$ cat src/rtl/fpga_debug_capture.sv
// fpga_debug_capture
// Debug capture and display block for the RFID tag FPGA harness. Latches up to
// NCH tag-internal values on their completion strobes and shows the selected
// channel on NDIG seven-segment digits. It can also dump that channel serially
// on two GPIO pins.
//
// Ports:
//   clk          system clock
//   reset        synchronous, active-high reset
//   strobe[k]    capture event for channel k; asynchronous, held >= 3 clk
//   data         channel k value at [k*WIDTH +: WIDTH], stable while strobe[k] high
//   sel          channel shown on hex, ser_*, evt_cnt
//   freeze       high = ignore all captures (flagged in overrun)
//   shift_start  single-cycle pulse that starts a serial dump of cap[sel]
//   hex          digit d at [d*7 +: 7], active-low segments, bit0=a .. bit6=g
//   ser_clk      serial dump clock (receiver samples on its rising edge)
//   ser_data     serial dump data, MSB first
//   ser_busy     high while a dump is in progress
//   evt_cnt      saturating accepted-capture count of the selected channel
//   overrun      sticky per channel: strobe edge arrived while frozen
//
// Handshake: shift_start is a request that is accepted only in a cycle where
// ser_busy is low. While ser_busy is high, further requests are dropped. ser_busy
// falls in the cycle after the last ser_clk high phase ends.
module fpga_debug_capture #(
   parameter int NCH    = 4,
   parameter int SELW   = 2,
   parameter int WIDTH  = 16,
   parameter int NDIG   = 4,
   parameter int CLKDIV = 8
) (
   input  logic                 clk,
   input  logic                 reset,
   input  logic [NCH-1:0]       strobe,
   input  logic [NCH*WIDTH-1:0] data,
   input  logic [SELW-1:0]      sel,
   input  logic                 freeze,
   input  logic                 shift_start,
   output logic [7*NDIG-1:0]    hex,
   output logic                 ser_clk,
   output logic                 ser_data,
   output logic                 ser_busy,
   output logic [7:0]           evt_cnt,
   output logic [NCH-1:0]       overrun
);

   localparam int CNTW = (WIDTH > 1) ? $clog2(WIDTH) : 1;
   localparam int DIVW = (CLKDIV > 1) ? $clog2(CLKDIV) : 1;
   // The value is zero-extended so every digit's nibble select stays in range.
   localparam int PADW = WIDTH + 4*NDIG;
   localparam logic [DIVW-1:0] DIV_LAST = DIVW'(CLKDIV - 1);

   // ---------------------------------------------------------------- capture
   logic [NCH-1:0] sync1, sync2, sync3;
   logic [NCH-1:0] strobe_rise;
   logic [WIDTH-1:0] cap [NCH];
   logic [7:0]       evt [NCH];

   // sync1/sync2 form the synchroniser. sync3 holds the previous synchronised
   // level, so each strobe gives one rise no matter how long it is held.
   always_ff @(posedge clk) begin
      if (reset) begin
         sync1 <= '0;
         sync2 <= '0;
         sync3 <= '0;
      end else begin
         sync1 <= strobe;
         sync2 <= sync1;
         sync3 <= sync2;
      end
   end

   assign strobe_rise = sync2 & ~sync3;

   always_ff @(posedge clk) begin
      if (reset) begin
         for (int k = 0; k < NCH; k++) begin
            cap[k] <= '0;
            evt[k] <= '0;
         end
         overrun <= '0;
      end else begin
         for (int k = 0; k < NCH; k++) begin
            if (strobe_rise[k]) begin
               if (freeze) begin
                  overrun[k] <= 1'b1;
               end else begin
                  cap[k] <= data[k*WIDTH +: WIDTH];
                  if (evt[k] != 8'hFF) evt[k] <= evt[k] + 8'd1;
               end
            end
         end
      end
   end

   // ------------------------------------------------------ selected channel
   // An out-of-range sel matches no channel. It then reads as value 0 with
   // count 0, and all digits are blanked.
   logic             sel_ok;
   logic [WIDTH-1:0] sel_cap;
   logic [7:0]       sel_evt;

   always_comb begin
      sel_ok  = 1'b0;
      sel_cap = '0;
      sel_evt = '0;
      for (int k = 0; k < NCH; k++) begin
         if (32'(sel) == 32'(k)) begin
            sel_ok  = 1'b1;
            sel_cap = cap[k];
            sel_evt = evt[k];
         end
      end
   end

   assign evt_cnt = sel_evt;

   // ---------------------------------------------------------------- display
   function automatic logic [6:0] seg7(input logic [3:0] n);
      logic [6:0] s;
      case (n)
         4'h0: s = 7'h40;
         4'h1: s = 7'h79;
         4'h2: s = 7'h24;
         4'h3: s = 7'h30;
         4'h4: s = 7'h19;
         4'h5: s = 7'h12;
         4'h6: s = 7'h02;
         4'h7: s = 7'h78;
         4'h8: s = 7'h00;
         4'h9: s = 7'h10;
         4'hA: s = 7'h08;
         4'hB: s = 7'h03;
         4'hC: s = 7'h46;
         4'hD: s = 7'h21;
         4'hE: s = 7'h06;
         default: s = 7'h0E;
      endcase
      return s;
   endfunction

   function automatic logic [7*NDIG-1:0] hex_of(input logic [WIDTH-1:0] v, input logic ok);
      logic [PADW-1:0]   p;
      logic [7*NDIG-1:0] r;
      p = PADW'(v);
      r = '0;
      for (int d = 0; d < NDIG; d++) begin
         if (!ok || (d*4 >= WIDTH)) r[d*7 +: 7] = 7'h7F;
         else                       r[d*7 +: 7] = seg7(p[d*4 +: 4]);
      end
      return r;
   endfunction

   always_ff @(posedge clk) begin
      if (reset) hex <= hex_of('0, sel_ok);
      else       hex <= hex_of(sel_cap, sel_ok);
   end

   // ------------------------------------------------------------ serial dump
   typedef enum logic [1:0] {S_IDLE, S_LOW, S_HIGH} ser_state_t;

   ser_state_t       state, state_nx;
   logic [WIDTH-1:0] shreg, shreg_nx;
   logic [CNTW-1:0]  bit_cnt, bit_cnt_nx;
   logic [DIVW-1:0]  div_cnt, div_cnt_nx;
   logic             data_nx, busy_nx;

   always_ff @(posedge clk) begin
      if (reset) begin
         state    <= S_IDLE;
         shreg    <= '0;
         bit_cnt  <= '0;
         div_cnt  <= '0;
         ser_data <= 1'b0;
         ser_busy <= 1'b0;
         ser_clk  <= 1'b0;
      end else begin
         state    <= state_nx;
         shreg    <= shreg_nx;
         bit_cnt  <= bit_cnt_nx;
         div_cnt  <= div_cnt_nx;
         ser_data <= data_nx;
         ser_busy <= busy_nx;
         ser_clk  <= (state_nx == S_HIGH);
      end
   end

   always_comb begin
      state_nx   = state;
      shreg_nx   = shreg;
      bit_cnt_nx = bit_cnt;
      div_cnt_nx = div_cnt;
      data_nx    = ser_data;
      busy_nx    = ser_busy;
      case (state)
         S_IDLE: begin
            if (shift_start) begin
               // The dump works on this snapshot, so later captures leave it unchanged.
               shreg_nx   = sel_cap;
               bit_cnt_nx = CNTW'(WIDTH - 1);
               div_cnt_nx = '0;
               data_nx    = sel_cap[WIDTH-1];
               busy_nx    = 1'b1;
               state_nx   = S_LOW;
            end
         end
         S_LOW: begin
            if (div_cnt == DIV_LAST) begin
               div_cnt_nx = '0;
               state_nx   = S_HIGH;
            end else begin
               div_cnt_nx = div_cnt + DIVW'(1);
            end
         end
         S_HIGH: begin
            if (div_cnt == DIV_LAST) begin
               div_cnt_nx = '0;
               if (bit_cnt == '0) begin
                  data_nx  = 1'b0;
                  busy_nx  = 1'b0;
                  state_nx = S_IDLE;
               end else begin
                  // The next bit goes out as ser_clk falls. It stays stable
                  // for the whole low phase and the high phase that follows.
                  shreg_nx   = shreg << 1;
                  data_nx    = shreg[WIDTH-2];
                  bit_cnt_nx = bit_cnt - CNTW'(1);
                  state_nx   = S_LOW;
               end
            end else begin
               div_cnt_nx = div_cnt + DIVW'(1);
            end
         end
         default: state_nx = S_IDLE;
      endcase
   end

endmodule

$ cat config.mk
export PLATFORM = sky130hd
export DESIGN_NAME = fpga_debug_capture
export DESIGN_NICKNAME = d
export VERILOG_FILES = /design/src/rtl/fpga_debug_capture.sv
export SDC_FILE = /design/constraint.sdc
export NUM_CORES = 1
export LEC_CHECK = 0
export ABC_AREA = 1
export CAP_MARGIN = 20
export CORE_ASPECT_RATIO = 0.5
export CORE_UTILIZATION = 57
export CTS_BUF_LIST = sky130_fd_sc_hd__clkbuf_8
export DETAILED_ROUTE_END_ITERATION = 10
export HOLD_SLACK_MARGIN = 0.15
export PLACE_DENSITY = 0.83
export SYNTH_ARGS = -nofsm -noshare
export SYNTH_HDL_FRONTEND = slang
export SYNTH_SLANG_ARGS = --single-unit
$ cat constraint.sdc
create_clock -name clk -period 2.3 [get_ports clk]
set_input_delay 0.46 -clock clk [delete_from_list [all_inputs] [get_ports clk]]
set_output_delay 0.46 -clock clk [all_outputs]
set_load 0.005 [all_outputs]
==> results.json <==
{
  "hp-class": "reg2reg",
  "synth_compound_area_frac": 0.0671,
  "row_count": 31,
  "areaGrowthSynthToFinish_pct": 27.6,
  "dpl-instance-area_um2": 10300,
  "drt_iter0_drc": 653,
  "ios": 117,
  "ys.flop_type": "edfxtp_1",
  "power_density_nw_per_um2": 631,
  "period_needed_ns": 2.23,
  "fp.dieH_um": 88.3,
  "final_layout_size_suffix_gt1_frac": 0.120,
  "track_usage": 0.282,
  "worstSetupStartpointType": "input port",
  "cts_buffers": 17,
  "antenna_left": 0,
  "yosys.area.top_type": "edfxtp_1",
  "cp.arrival_ns": 1.77,
  "max-vdd-ir-drop_mv": 0.463,
  "crit_path_max_fanout": 5,
  "min-delay-start": "sync1[1]$_SDFF_PP0_",
  "synth_edf_count": 96,
  "slew_viol_final": 0,
  "setup_viol": 0,
  "min_path_cells": 2,
  "diodes": 0,
  "min_to": "sync2[1]$_SDFF_PP0_",
  "finalPower_mw": 6.85,
  "cap_violations": 0,
  "grt_max_degree": 58,
  "dr.pass1.iters": 5,
  "syn_area_um2": 8500,
  "cts_sinks": 167,
  "synth_cells": 1039,
  "place.gp.congestion": 0.901,
  "synth_area_leaders": "edfxtp_1 (34%), dfxtp_1 (17%), nand2_1 (9.9%)",
  "r2r_setup_slack_ns": 0.45,
  "leakagePower_nw": 5.08,
  "yosys-top-cells-count": "nand2_1 (224), inv_1 (161), nor2_1 (158), edfxtp_1 (96), nand3_1 (85)",
  "hpwl_mm": 15.5,
  "initial_core_util": 0.586,
  "yosys_warnings": 0,
  "worstReg2RegEnd": "shreg[6]$_SDFFE_PP0P_",
  "rsz0062_at_grt": "yes",
  "synth.avg_cell_area_um2": 8.18,
  "async_flop_share": 0,
  "antenna_found_initial": 0,
  "die_x_um": 175,
  "netlist.area_leader.share": 0.339,
  "fp.coreArea_um2": 14500,
  "status": "finished, final reports clean",
  "syn_nets": 1148,
  "timing.rr.start": "state[0]$_SDFF_PP0_",
  "portBuffers": 116,
  "max_slew_margin": 0.547,
  "worst_pin_slew_ns": 0.672,
  "synth_xor_area_frac": 0.0103,
  "route.vias.total": 7581,
  "nNetsFinal": 1333,
  "grt_pass1_vias": 7193,
  "fmax_ghz": 0.448,
  "synth_mux_area_frac": 0,
  "wirelength_mm": 20.9,
  "synthAdderAreaFrac": 0.0515,
  "drcViolationCount": 0,
  "rr_worst_depth": 9,
  "root_buffer": "clkbuf_8",
  "hold_viol_final": 0,
  "synth_top_family_by_area": "simple AND/OR/NAND/NOR gates",
  "final_area_um2": 10800,
  "die_area_um2": 15400,
  "viasPerCell": 5.28,
  "cp.required_ns": 1.84,
  "fin_skew_ns": 0.0211,
  "fin_util": 0.748,
  "grt.overflow.total": 0,
  "synth-simple-area-share": 0.269,
  "cp-end-kind": "output pin",
  "grt_pass1_wl_mm": 33.7,
  "htreeDepth": 4,
  "critPathKind": "in2out",
  "ctsHoldBuffers": 0,
  "ys_ff_latch": 167,
  "clk_pin_slew_ns": 0.09,
  "wl_per_cell_um": 14.6,
  "synth.most_common_cell": "nand2_1",
  "synth_cell_types": 45,
  "seq_area_frac_synth": 0.506,
  "clockBufferDepth": 2,
  "clk_latency_ns": 0.47,
  "cts_tree": "yes",
  "fin_crit_sh": 0.971
}
==> worst max-delay path, stage by stage <==
cell	delay, ns
dlygate4sd2_1	0.25
buf_6	0.15
inv_4	0.07
nor2_4	0.06
buf_4	0.17
a221oi_2	0.21
o21ai_1	0.12
dlygate4sd2_1	0.28
==> kinds of logic after synthesis <==
logic type | count (synthesis)
buffers and inverters | 198
AOI/OAI and AO/OA | 104
DFF | 167
xor gates and xnor gates | 10
adders and majority gates | 35
and+or+nand+nor | 525
==> metal layers <==
layer,up-vias,wire length [um],global-route usage,part of all wire
met5,-,0,0,0
met4,0,598,0.123,0.029
met3,63,1600,0.0644,0.077
met2,308,10300,0.499,0.49
met1,3534,8460,0.337,0.40
li1,3676,-,-,-
==> cells in the final DEF (no fill, tap or decap), types with 4 or more instances in the layout <==
cell / Yosys / layout
ha_1: 35 / 35
nand2_1: 224 / 224
o21ai_0: 36 / 32
nand3_1: 85 / 85
nand4_1: 9 / 9
nor3b_1: 9 / 9
dfxtp_1: 71 / 71
xor2_1: 9 / 9
dlygate4sd2_1: 0 / 8
clkdlybuf4s50_1: 0 / 105
inv_8: 0 / 4
a21oi_1: 47 / 46
buf_12: 0 / 8
inv_2: 5 / 4
nand2_2: 4 / 4
clkbuf_8: 0 / 18
buf_4: 1 / 68
inv_1: 161 / 160
o21ai_1: 2 / 5
o21a_1: 4 / 4
or2_2: 4 / 4
nor3_1: 10 / 10
edfxtp_1: 96 / 96
nor2_1: 158 / 158
==> repair_timing <==
item	4_1_cts	5_1_grt
endpoints found under the setup margin	12	7
resized for setup	20	7
pin swaps	4	1
buffers inserted	10	0
==> sequential cells by signal, summed over array words and instances (netlist names) <==
name and count:
bit_cnt 4, cap 64, div_cnt 3, evt 32
hex 28, overrun 4, ser_busy 1, ser_clk 1
ser_data 1, shreg 15, state 2, sync1 4
sync2 4, sync3 4
==> where the power goes <==
| part | switching, mW | leakage, nW | internal (mW) |
|---|---|---|---|
| Combinational | 0.667 | 3.29 | 0.585 |
| Clock | 1.22 | 0.201 | 0.936 |
| Sequential | 0.0951 | 1.59 | 3.35 |
| Total | 1.98 | 5.08 | 4.87 |
==> per-stage QoR <==
stage / instances / hold slack [ns] / setup WS [ns] / setup TNS (ns)
3_3_place_gp: 1393 / 0.391 / -0.458 / -14.85
5_1_grt: 1435 / 0.434 / -0.00530 / -0.00530
4_1_cts: 1435 / 0.416 / 0.0132 / 0
6_report: 1435 / 0.412 / 0.0656 / 0
3_5_place_dp: 1393 / 0.401 / -0.558 / -17.50
2_1_floorplan: 1039 / 0.388 / 0.334 / 0
==> layout make-up <==
cell class / count / area [um^2]
multi-input cells: 674 / 3410
clock buffers: 18 / 248
clock inverters: 14 / 156
repair buffers: 195 / 1850
flip-flops and latches: 167 / 4300
well taps: 198 / 248
fillers: 1025 / 3660
inverters: 169 / 639
==> worst max path at each step <==
stage | startpoint | to | slack, ns | depth (start not counted)
2_1_floorplan | sel[1] | hex[1]$_DFF_P_ | 0.33 | 12
3_3_place_gp | sel[0] | evt_cnt[4] | -0.46 | 8
3_5_place_dp | sel[0] | hex[22]$_DFF_P_ | -0.56 | 12
4_1_cts | sel[1] | evt_cnt[5] | 0.01 | 8
5_1_grt | sel[1] | evt_cnt[2] | -0.005 | 8
6_report | sel[1] | evt_cnt[5] | 0.07 | 8
Note: power is estimated with default switching activity, not from simulation.
